## src/rtl/rgb_pwm_driver.sv

```systemverilog
// Three-channel 8-bit PWM driver with prescaled step clock.
// Duty is shadowed and reloaded only at frame boundaries.
module rgb_pwm_driver #(
  parameter int unsigned PRESCALE = 4
) (
  input  logic        clk,
  input  logic        rst_n,
  input  logic        enable,
  input  logic [23:0] rgb_in,
  output logic        pwm_r,
  output logic        pwm_g,
  output logic        pwm_b,
  output logic        frame_start,
  output logic [23:0] duty_active
);

  localparam int unsigned PW =
    (PRESCALE > 1) ? $clog2(PRESCALE) : 1;
  localparam logic [PW-1:0] PRE_LAST = PW'(PRESCALE - 1);
  localparam logic [7:0] CNT_LAST = 8'd254;

  logic [PW-1:0] pre_cnt;
  logic [7:0]    pwm_cnt;
  logic          tick;
  logic          frame_end;

  assign tick      = (pre_cnt == PRE_LAST);
  assign frame_end = tick & (pwm_cnt == CNT_LAST);

  // Pulse marks the cycle whose closing edge loads the shadow.
  assign frame_start = enable & frame_end;

  always_ff @(posedge clk or negedge rst_n) begin
    if (!rst_n) begin
      pre_cnt <= '0;
    end else if (!enable || tick) begin
      pre_cnt <= '0;
    end else begin
      pre_cnt <= pre_cnt + 1'b1;
    end
  end

  always_ff @(posedge clk or negedge rst_n) begin
    if (!rst_n) begin
      pwm_cnt <= '0;
    end else if (!enable || frame_end) begin
      pwm_cnt <= '0;
    end else if (tick) begin
      pwm_cnt <= pwm_cnt + 8'd1;
    end
  end

  // Disabled: track the request so re-enable starts on fresh duty.
  always_ff @(posedge clk or negedge rst_n) begin
    if (!rst_n) begin
      duty_active <= '0;
    end else if (!enable || frame_end) begin
      duty_active <= rgb_in;
    end
  end

  // Counter tops out at 254, so duty 255 never drops a step.
  always_ff @(posedge clk or negedge rst_n) begin
    if (!rst_n) begin
      pwm_r <= 1'b0;
      pwm_g <= 1'b0;
      pwm_b <= 1'b0;
    end else begin
      pwm_r <= enable & (pwm_cnt < duty_active[23:16]);
      pwm_g <= enable & (pwm_cnt < duty_active[15:8]);
      pwm_b <= enable & (pwm_cnt < duty_active[7:0]);
    end
  end

endmodule

```

## config.mk

```make
export PLATFORM = sky130hd
export DESIGN_NAME = rgb_pwm_driver
export DESIGN_NICKNAME = d
export VERILOG_FILES = /design/src/rtl/rgb_pwm_driver.sv
export SDC_FILE = /design/constraint.sdc
export NUM_CORES = 1
export LEC_CHECK = 0
export CORE_MARGIN = 1
export CORE_UTILIZATION = 45
export DETAILED_ROUTE_END_ITERATION = 8
export PLACE_DENSITY = 0.75
export SLEW_MARGIN = 20
export SYNTH_ARGS = -nofsm -noshare
export SYNTH_HDL_FRONTEND = slang
export SYNTH_SLANG_ARGS = --single-unit
```

## constraint.sdc

```tcl
create_clock -name clk -period 2.1 [get_ports clk]
set_input_delay 0.525 -clock clk [delete_from_list [all_inputs] [get_ports clk]]
set_output_delay 0.525 -clock clk [all_outputs]
set_load 0.1 [all_outputs]
```

==> summary.md, run 1 <==
| Metric | Value |
|---|---|
| Commonest cells post-synth | dfrtp_1, ha_1, inv_1 |
| TritonCTS Buffers | 5 |
| Largest family of logic cells by synthesized area | multiplexers |
| Row cnt | 24 |
| Final Max Slew Viols | 0 |
| Area grow syn2layout | 34.5% |
| Hpwl dp | 3.17 mm |
| YS warnings | 0 |
| Post-route DRC | 0 |
| Gr usage total | 19.7% |
| Compound-gate portion of the synthesized area | 10.4% |
| Async S/R FF share, synth | 100% |
| Largest net degree at the start of global routing | 38 |
| Xor and xnor area share after synthesis | 1.25% |
| Detail Route Antenna Nets | 0 |
| Critical path cell sequence | inv_4 -> ha_4 -> nand4_1 -> nor3_4 -> buf_12 |
| Start of the worst register-to-register path | pwm_cnt[3] |
| Top cells by area, synth | dfrtp_1, ha_1, mux2_4 |
| Diode count | 0 |
| Unrepaired setup endpoints after global routing | false |
| DR WL/cell | 15.1 µm |
| CP max-delay cell | dfrtp_1 |
| Worst Setup SP | pwm_cnt[0] |
| Vert. Die Dim | 70.4 µm |
| Initial Utilization | 47.7% |
| Layout Nets | 294 |
| Initial antenna violation count | 0 |
| Final setup viols | 0 |
| Simple-Gate Fraction of Synth Area | 7.73% |
| Critical path class | reg -> out |
| Fraction of the cycle the final worst path needs | 95.3% |
| Primary FF master, synth | dfrtp_1 |
| Number of DRC markers in iteration 0 | 43 |
| Max Clock Freq | 500 MHz |
| Core Box Area | 0.00441 mm² |
| Mux cell area share after synthesis | 15.7% |
| Power per Cell Area | 713 mW/mm² |
| Register area share after synthesis | 44.0% |
| WP depth | 5 |
| R2r endpoint | pwm_b |
| Max_cap viols | 0 |
| Yosys top cell by area | dfrtp_1 |
| Non-Filler Instances | 295 |
| Cell family with most CP delay | flip-flops |
| HP Class | in -> async |
| Worst setup SP type | flip-flop |
| Worst path bufs/invs | 2 |
| Slew headroom | 65.0% |
| Critical path data arrival time | 1.48 ns |
| P_leak | 0.00140 µW |
| R2R Setup Slk | 0.26 ns |
| Final min period | 2.00 ns |
| First-pass GRT wire length | 7.51 mm |
| Pre-Repair DR Iteration Count | 4 |
| Synthesized Nets | 224 |
| Fillcell total | 360 |
| Wirelength, routed | 4.47 mm |
| Status | finished, final reports clean |
| Synth Area in Adders | 14.3% |
| Post-route worst setup slack | 0.0983 ns |
| Worst slew pin tran | 0.512 ns |
| H-Tree Depth | 2 |
| Synth Register Bits | 37 |
| Skew final | 0.00791 ns |
| Final-report hold violation count | 0 |
| Worst Setup End Kind | primary output |
| Hold Buf Count CTS | 0 |
| Remaining Overflow, GRT | 0 |
| Vias in the first global route | 1622 |
| Max VDD drop | 430 µV |
| I/O pin total | 55 |
| Synth Cell Area | 0.00210 mm² |
| CTS tree | built |
| GPL Wtd Cong | 0.847 |
| Number of synthesized flops with an enable pin | 0 |
| Worst Setup EP | frame_start |
| Synth Instances | 173 |
| Port bufs | 54 |
| CP peak stage delay | 0.41 ns |
| WP data required | 1.57 ns |
| Clock root buffer | clkbuf_8 |
| Worst slack, placed | 0.00779 ns |
| Share of cells above drive strength 1 | 35.0% |
| Die ar. | 0.00495 mm² |
| Most numerous cell in the Yosys netlist | dfrtp_1 |
| Clock tree buffer depth | 2 |
| Syn Area/Cell | 12.2 µm² |
| Die width | 70.4 µm |
| Routed vias | 1579 |
| Reg clk slew, reported paths | 0.07 ns |
| Clk sinks | 37 |
| Share of the synthesized area in the top cell type | 44.0% |
| Worst Path Max Fanout | 3 |
| Clk_lat worst skew | 0.29 ns |
| Via density | 5.35 |
| Inst Count DP | 286 |
| Layout Utilization | 64.1% |
| Count of different cell masters after synthesis | 29 |
| Worst R2R Path Depth | 4 |
-- worst register-to-register path: stages (launching register included) --
cell and delay (ns):
dfrtp_2 0.48, ha_1 0.31, a211oi_1 0.24, o21ai_0 0.11, a2111oi_0 0.54
-- metrics by stage --
stage	area (µm²)	TNS (ns)	hold slack [ns]	total power, µW
after CTS	2830	0	0.290	2040
after detailed placement	2730	0	0.435	1530
after floorplan	2140	-0.205	0.229	1350
after global placement	2730	0	0.427	1520
final	2830	0	0.273	2020
after global routing	2830	0	0.311	2110
-- timing repair --
| action | 4_1_cts | 5_1_grt |
|---|---|---|
| endpoints found under the setup margin | 1 | 1 |
| pin swaps | 1 | 1 |
| resized for setup | 3 | 1 |
| setup buffers | 2 | 0 |
-- cells in the final DEF, fill, tap and decap left out, types with 2 or more instances in the layout --
master / count
clkdlybuf4s50_1: 25
clkbuf_8: 6
o2111a_1: 3
buf_4: 39
xor2_1: 3
nand2_1: 3
o31ai_1: 2
or4_1: 2
nor2b_1: 4
dfrtp_1: 31
inv_1: 23
buf_12: 2
nor2_1: 3
nor3b_1: 4
o21ai_0: 5
ha_1: 23
a211oi_1: 3
nand4_1: 3
o211ai_1: 4
a21oi_1: 10
nand2b_1: 2
mux2_4: 16
a2111oi_0: 3
mux2_2: 8
dfrtp_2: 6
-- power breakdown --
| part | switching (µW) | internal [µW] |
|---|---|---|
| registers | 43.6 | 770 |
| logic | 489 | 213 |
| clock network | 242 | 260 |
-- routing by layer --
| metal | wire length, µm | part of all wire, % | vias up | global-route usage, % |
|---|---|---|---|---|
| met5 | 0 | 0 | - | 0 |
| met3 | 262 | 5.9 | 8 | 5.48 |
| met1 | 2010 | 45 | 764 | 24.1 |
| met2 | 2120 | 47 | 52 | 32.5 |
| met4 | 82 | 1.8 | 0 | 7.78 |
| li1 | - | - | 755 | - |
-- how the worst min path moves through the flow --
stage,from,endpoint,slack [ns],cells after the start
final,rst_n,duty_active[20],0.27,2
after global routing,rst_n,duty_active[20],0.31,2
after CTS,rst_n,duty_active[20],0.29,2
after detailed placement,pre_cnt[0],pre_cnt[0],0.43,1
after global placement,pre_cnt[0],pre_cnt[0],0.43,1
after floorplan,rst_n,duty_active[0],0.23,0
-- cells by family (layout without fill, tap and decap cells) --
family | Yosys count | after routing
AO/OA/AOI/OAI | 31 | 31
adder cells (fa/ha/maj) | 24 | 24
flip-flops | 37 | 37
buffers and inverters | 29 | 99
AND/OR/NAND/NOR | 25 | 25
multiplexers | 24 | 24
XOR/XNOR | 3 | 3
-- final cells by class --
cell class | instances | area [µm²] | area share (%)
clock buffers | 7 | 86.3 | 3.05
well taps | 52 | 65.1 | 2.30
inverters | 25 | 96.3 | 3.40
multi-input cells | 107 | 1060 | 37.5
repair buffers | 67 | 588 | 20.8
flip-flops and latches | 37 | 933 | 33.0
-- sequential cells by signal (all words and copies together) (netlist names) --
name,cells
duty_active,24
pre_cnt,2
pwm_b,1
pwm_cnt,8
pwm_g,1
pwm_r,1
Note: power is estimated with default switching activity, not from simulation.
==> run 2: changes to the inputs <==
--- a/config.mk
+++ b/config.mk
@@ -5,7 +5,7 @@
 export SDC_FILE = /design/constraint.sdc
 export NUM_CORES = 1
 export LEC_CHECK = 0
-export CORE_MARGIN = 1
+export CORE_MARGIN = 1.5
 export CORE_UTILIZATION = 45
 export DETAILED_ROUTE_END_ITERATION = 8
 export PLACE_DENSITY = 0.75
==> run 2 against run 1 <==
Net effect:
- clock-buffer cell count stayed put
- register-to-register slack worse by 0.15 ns
- combinational power hardly changed
- cell area is 0.40% higher
- critical path depth stayed put
- utilization is 0.26 points higher
- hold slack worse by 0.047 ns
==> summary.md, run 2 (synthesis gave the netlist of run 1 again) <==
| Metric | Value |
|---|---|
| HP Class | in -> async (unchanged) |
| Die ar. | 0.00510 mm² (was 0.00495 mm²) |
| Worst Path Max Fanout | 2 (was 3) |
| Remaining Overflow, GRT | 0 (unchanged) |
| Vias in the first global route | 1579 (was 1622) |
| GPL Wtd Cong | 0.879 (was 0.847) |
| Initial Utilization | 47.7% (unchanged) |
| Reg clk slew, reported paths | 0.07 ns (about the same) |
| Clk sinks | 37 (unchanged) |
| WP data required | 1.57 ns (about the same) |
| Start of the worst register-to-register path | pwm_cnt[0] (was pwm_cnt[3]) |
| Share of cells above drive strength 1 | 33.9% (was 35.0%) |
| Power per Cell Area | 708 mW/mm² (was 713 mW/mm²) |
| CTS tree | built (unchanged) |
| Number of DRC markers in iteration 0 | 90 (was 43) |
| Skew final | 0.00538 ns (was 0.00791 ns) |
| P_leak | 0.00141 µW (was 0.00140 µW) |
| Unrepaired setup endpoints after global routing | true (was false) |
| Critical path data arrival time | 1.57 ns (was 1.48 ns) |
| Final Max Slew Viols | 0 (unchanged) |
| Final min period | 2.09 ns (was 2.00 ns) |
| Layout Nets | 296 (was 294) |
| CP peak stage delay | 0.41 ns (about the same) |
| Detail Route Antenna Nets | 0 (unchanged) |
| Post-route worst setup slack | 0.00572 ns (was 0.0983 ns) |
| Top reg by flops | duty_active (unchanged) |
| Power consumption | 2010 µW (was 2020 µW) |
| First-pass GRT wire length | 7.33 mm (was 7.51 mm) |
| Commonest non-fill, non-tap cells in the layout | buf_4, dfrtp_1, clkdlybuf4s50_1 (unchanged) |
| Initial antenna violation count | 0 (unchanged) |
| DR WL/cell | 14.3 µm (was 15.1 µm) |
| Row cnt | 24 (unchanged) |
| Hold Buf Count CTS | 0 (unchanged) |
| Critical path class | reg -> out (unchanged) |
| Clk_lat worst skew | 0.29 ns (about the same) |
| Slew headroom | 63.8% (was 65.0%) |
| Post-route DRC | 0 (unchanged) |
| TritonCTS Buffers | 5 (unchanged) |
| Hpwl dp | 3.10 mm (was 3.17 mm) |
| Critical path cell sequence | inv_4 -> ha_4 -> nand4_1 -> nor3_4 -> buf_12 (unchanged) |
| I/O pin total | 55 (unchanged) |
| Worst R2R Path Depth | 8 (was 4) |
| Max Clock Freq | 477 MHz (was 500 MHz) |
| Routed vias | 1561 (was 1579) |
| Cell Area, Placed | 0.00273 mm² (about the same) |
| Worst Setup End Kind | primary output (unchanged) |
| Port bufs | 54 (unchanged) |
| CP max-delay cell | dfrtp_1 (unchanged) |
| Fin area | 0.00284 mm² (was 0.00283 mm²) |
| Max reg flops | 24 (unchanged) |
| Final TNS setup | 0 ns (unchanged) |
| Worst slack, placed | 0.00729 ns (was 0.00779 ns) |
| Clock root buffer | clkbuf_8 (unchanged) |
| Core Box Area | 0.00441 mm² (unchanged) |
| GRT met3 Usage | 4.64% (was 5.48%) |
| Worst slew pin tran | 0.530 ns (was 0.512 ns) |
| Met1 Track Usage GR | 23.9% (was 24.1%) |
| Max_cap viols | 0 (unchanged) |
| H-Tree Depth | 2 (unchanged) |
| Gr usage total | 18.5% (was 19.7%) |
| Pre-Repair DR Iteration Count | 4 (unchanged) |
| Diode count | 0 (unchanged) |
| Worst setup SP type | flip-flop (unchanged) |
| Fraction of the cycle the final worst path needs | 99.7% (was 95.3%) |
| R2r endpoint | duty_active[16] (was pwm_b) |
| Final setup viols | 0 (unchanged) |
| Biggest regs | duty_active (24), pwm_cnt (8), pre_cnt (2) (unchanged) |
| Most common cell after layout, fill and taps aside | buf_4 (unchanged) |
| Gr busiest metal | met2 (unchanged) |
| Status | finished, final reports clean (unchanged) |
| Wirelength, routed | 4.26 mm (was 4.47 mm) |
| Largest net degree at the start of global routing | 27 (was 38) |
| Max VDD drop | 435 µV (was 430 µV) |
| Vert. Die Dim | 71.4 µm (was 70.4 µm) |
| Final-report hold violation count | 0 (unchanged) |
| Area grow syn2layout | 35.1% (was 34.5%) |
| Worst Setup SP | pwm_cnt[0] (unchanged) |
| Clock tree buffer depth | 2 (unchanged) |
| Die width | 71.4 µm (was 70.4 µm) |
| R2R Setup Slk | 0.11 ns (was 0.26 ns) |
| Via density | 5.26 (was 5.35) |
| Met2 GRT Util | 30.1% (was 32.5%) |
==> run 2: cell count changes in the layout (fill, tap and decap cells not counted) <==
cell	before	now
buf_4	39	41
dfrtp_2	6	3
clkinv_1	0	1
inv_2	1	0
dfrtp_1	31	34
==> run 2: per-stage QoR <==
stage / hold WS, ns / utilization, % / cells
6_report: 0.225 / 64.4 / 297
5_1_grt: 0.272 / 64.4 / 297
4_1_cts: 0.242 / 64.1 / 295
3_5_place_dp: 0.430 / 61.9 / 287
3_3_place_gp: 0.423 / 61.9 / 287
2_1_floorplan: 0.229 / - / 173
==> run 2: critical path, delay by kind of cell, from the launching register on <==
family | cells | cell delay [ns]
AND/OR/NAND/NOR | 2 | 0.48
flip-flops | 1 | 0.41
buffers and inverters | 2 | 0.27
adder cells (fa/ha/maj) | 1 | 0.12
==> run 2: what timing repair did <==
action,CTS,global route
endpoints found under the setup margin,1,1
pin swaps,0,2
gates resized for setup,0,0
setup buffers,1,2
==> run 2: power by group <==
part / switching (µW) / internal (µW) / leakage, µW / total, µW
clock network: 239 / 260 / 0.0000443 / 499
logic: 489 / 214 / 0.000921 / 703
registers: 42.2 / 770 / 0.000449 / 812
total: 770 / 1240 / 0.00141 / 2010
==> run 2: worst max path at each step <==
stage          slack, ns          end  cells after the start
3_3_place_gp        0.03  frame_start                      4
4_1_cts            0.001  frame_start                      4
2_1_floorplan      -0.20  frame_start                      5
3_5_place_dp       0.007  frame_start                      4
6_report           0.006  frame_start                      5
5_1_grt            -0.07  frame_start                      5
==> run 2: layout make-up <==
| type | count | area, µm² |
|---|---|---|
| Multi-Input combinational cell | 107 | 1060 |
| Clock buffer | 7 | 86.3 |
| Inverter | 25 | 96.3 |
| Fill cell | 345 | 1570 |
| Tap cell | 52 | 65.1 |
| Timing Repair Buffer | 69 | 603 |
| Sequential cell | 37 | 930 |
==> run 2: metal layers <==
metal,up-vias,share of wire [%]
met3,8,5.0
met5,-,0
met2,45,45
met1,750,48
li1,758,-
met4,0,1.5
==> run 3: changes to the inputs <==
--- a/config.mk
+++ b/config.mk
@@ -5,10 +5,10 @@
 export SDC_FILE = /design/constraint.sdc
 export NUM_CORES = 1
 export LEC_CHECK = 0
-export CORE_MARGIN = 1.5
-export CORE_UTILIZATION = 45
+export CORE_MARGIN = 1
+export CORE_UTILIZATION = 44
 export DETAILED_ROUTE_END_ITERATION = 8
-export PLACE_DENSITY = 0.75
+export PLACE_DENSITY = 0.76
 export SLEW_MARGIN = 20
 export SYNTH_ARGS = -nofsm -noshare
 export SYNTH_HDL_FRONTEND = slang
==> constraint.sdc (replaced) <==
create_clock -name clk -period 1.8 [get_ports clk]
set_input_delay 0.45 -clock clk [delete_from_list [all_inputs] [get_ports clk]]
set_output_delay 0.45 -clock clk [all_outputs]
set_load 0.1 [all_outputs]
==> run 3 against run 2 <==
Net effect:
- the flow now finishes with violations (design-rule violations, negative setup slack)
- wire length up 23%
- worst setup slack got worse by 0.22 ns
- critical path depth up 1
- total power rose by 33%
- final cell count grew 2.7%
- sequential share of layout area is 4.4 points lower
- global-route usage increased by 3.7 points
- non-clock buffer count increased by 7
- combinational power up 47%
- register-to-register slack lost 0.32 ns
- utilization increased by 12 points
- via count grew 6.7%
- highest routed layer unchanged
==> summary.md, run 3 (synthesis gave the netlist of run 1 again) <==
| Metric | Value |
|---|---|
| Unrepaired setup endpoints after global routing | true (unchanged) |
| Clock tree buffer depth | 2 (unchanged) |
| Final TNS setup | -4.56 ns (was 0 ns) |
| GPL Wtd Cong | 0.816 (was 0.879) |
| Critical path cell sequence | inv_4 -> ha_4 -> nand4_1 -> buf_6 -> nor3_4 -> buf_12 (was inv_4 -> ha_4 -> nand4_1 -> nor3_4 -> buf_12) |
| Final-report hold violation count | 0 (unchanged) |
| Via density | 5.46 (was 5.26) |
| Final min period | 2.01 ns |
| Skew final | 0.00947 ns (was 0.00538 ns) |
| Diode count | 0 (unchanged) |
| Fillcell total | 268 (was 345) |
| Number of DRC markers in iteration 0 | 74 (was 90) |
| Inst Count DP | 290 (was 287) |
| Violated checks | design-rule violations, negative setup slack |
| Critical path data arrival time | 1.56 ns (was 1.57 ns) |
| Cell family with most CP delay | buffers and inverters (was simple AND/OR/NAND/NOR gates) |
| HP Class | in -> async (unchanged) |
| Commonest non-fill, non-tap cells in the layout | buf_12, clkdlybuf4s50_1, mux2_4 (was buf_4, dfrtp_1, clkdlybuf4s50_1) |
| Power per Cell Area | 787 mW/mm² (was 708 mW/mm²) |
| Critical path class | reg -> out (unchanged) |
| Vias in the first global route | 1725 (was 1579) |
| WP data required | 1.35 ns (was 1.57 ns) |
| Multi-input gate area | 0.00111 mm² (was 0.00106 mm²) |
| Power consumption | 2680 µW (was 2010 µW) |
| Routed vias | 1666 (was 1561) |
| Non-Filler Instances | 305 (was 297) |
| Top reg by flops | duty_active (unchanged) |
| Initial Utilization | 47.0% (was 47.7%) |
| I/O pin total | 55 (unchanged) |
| Slew headroom | 68.6% (was 63.8%) |
| Worst slack, placed | -0.137 ns (was 0.00729 ns) |
| CP peak stage delay | 0.41 ns (about the same) |
| CP max-delay cell | dfrtp_1 (unchanged) |
| Die ar. | 0.00506 mm² (was 0.00510 mm²) |
| Clk sinks | 37 (unchanged) |
| Layout Nets | 303 (was 296) |
| DR WL/cell | 17.2 µm (was 14.3 µm) |
| Max VDD drop | 496 µV (was 435 µV) |
| Final Max Slew Viols | 0 (unchanged) |
| Fraction of the cycle the final worst path needs | 112% |
| Share of cells above drive strength 1 | 45.5% (was 33.9%) |
| Worst Path Max Fanout | 2 (unchanged) |
| Most common cell after layout, fill and taps aside | buf_12 (was buf_4) |
| Detail Route Antenna Nets | 0 (unchanged) |
| Core Box Area | 0.00447 mm² (was 0.00441 mm²) |
| Gr usage total | 22.2% (was 18.5%) |
| Vert. Die Dim | 71.2 µm (was 71.4 µm) |
| Biggest regs | duty_active (24), pwm_cnt (8), pre_cnt (2) (unchanged) |
| Clock root buffer | clkbuf_8 (unchanged) |
| Hpwl dp | 3.52 mm (was 3.10 mm) |
| Worst Setup End Kind | primary output (unchanged) |
| Remaining Overflow, GRT | 0 (unchanged) |
| Area grow syn2layout | 61.8% (was 35.1%) |
| Initial antenna violation count | 0 (unchanged) |
| Post-route worst setup slack | -0.215 ns (was 0.00572 ns) |
| Max_cap viols | 0 (unchanged) |
| TritonCTS Buffers | 5 (unchanged) |
| H-Tree Depth | 2 (unchanged) |
| Wirelength, routed | 5.26 mm (was 4.26 mm) |
| Largest net degree at the start of global routing | 38 (was 27) |
| Status | finished with violations (was finished, final reports clean) |
| Clk_lat worst skew | 0.30 ns (was 0.29 ns) |
| Storage element area | 962 µm² (was 930 µm²) |
| P_leak | 0.00163 µW (was 0.00141 µW) |
| Max reg flops | 24 (unchanged) |
| Pre-Repair DR Iteration Count | 8 (was 4) |
| First-pass GRT wire length | 8.55 mm (was 7.33 mm) |
| Worst slew pin tran | 0.471 ns (was 0.530 ns) |
| Die width | 71.2 µm (was 71.4 µm) |
| CTS tree | built (unchanged) |
| Worst setup SP type | flip-flop (unchanged) |
| R2R Setup Slk | -0.21 ns (was 0.11 ns) |
| Reg clk slew, reported paths | 0.07 ns (about the same) |
| Worst path bufs/invs | 3 (was 2) |
| Max Clock Freq | 496 MHz |
| Final setup viols | 25 (was 0) |
| Post-route DRC | 5 (was 0) |
| Port bufs | 54 (unchanged) |
| Row cnt | 24 (unchanged) |
[run 3: repair_timing]
| item | CTS | global route |
|---|---|---|
| resized for setup | 12 | 9 |
| pin swaps | 2 | 5 |
| endpoints found under the setup margin | 4 | 28 |
| gates cloned | 0 | 2 |
| hold buffers | 0 | 0 |
| buffers inserted | 2 | 3 |
[run 3: path summary, 6_finish.rpt]
kind / from / endpoint / cells after the start
worst max-delay path: pwm_cnt[0] / frame_start / 6
worst min-delay path: rst_n / duty_active[20] / 2
worst max register to register: pwm_cnt[0] / duty_active[18] / 10
worst min register to register: pre_cnt[0] / pre_cnt[0] / 1
max in group asynchronous: rst_n / duty_active[3] / 2
min in group clk: pre_cnt[0] / pre_cnt[0] / 1
[run 3: final cells by class]
type | count | area share [%]
inverter | 25 | 2.83
sequential | 37 | 28.3
multi-input combinational | 107 | 32.6
clock buffer | 7 | 2.83
clock inverter | 1 | 0.147
timing repair buffer | 76 | 31.4
tap | 52 | 1.91
[run 3: stage by stage]
step / area, µm² / hold slack, ns / util, %
floorplan: 2170 / 0.154 / -
global placement: 3140 / 0.425 / 70.1
detailed placement: 3140 / 0.432 / 70.1
CTS: 3290 / 0.205 / 73.5
global route: 3400 / 0.233 / 76.1
finish: 3400 / 0.193 / 76.1
[run 3: report_power, final]
group          switching (µW)  total [µW]  internal [µW]
Clock                     310         657            346
Combinational             593        1030            434
Sequential               86.2         995            909
Total                     989        2680           1690
[run 3: per-layer routing]
metal | share of wire, % | up-vias | track usage (%)
met4 | 3.4 | 0 | 10.4
met3 | 6.1 | 20 | 6.41
met1 | 41 | 804 | 27.9
li1 | - | 778 | -
met2 | 50 | 64 | 35.3
met5 | 0 | - | 0
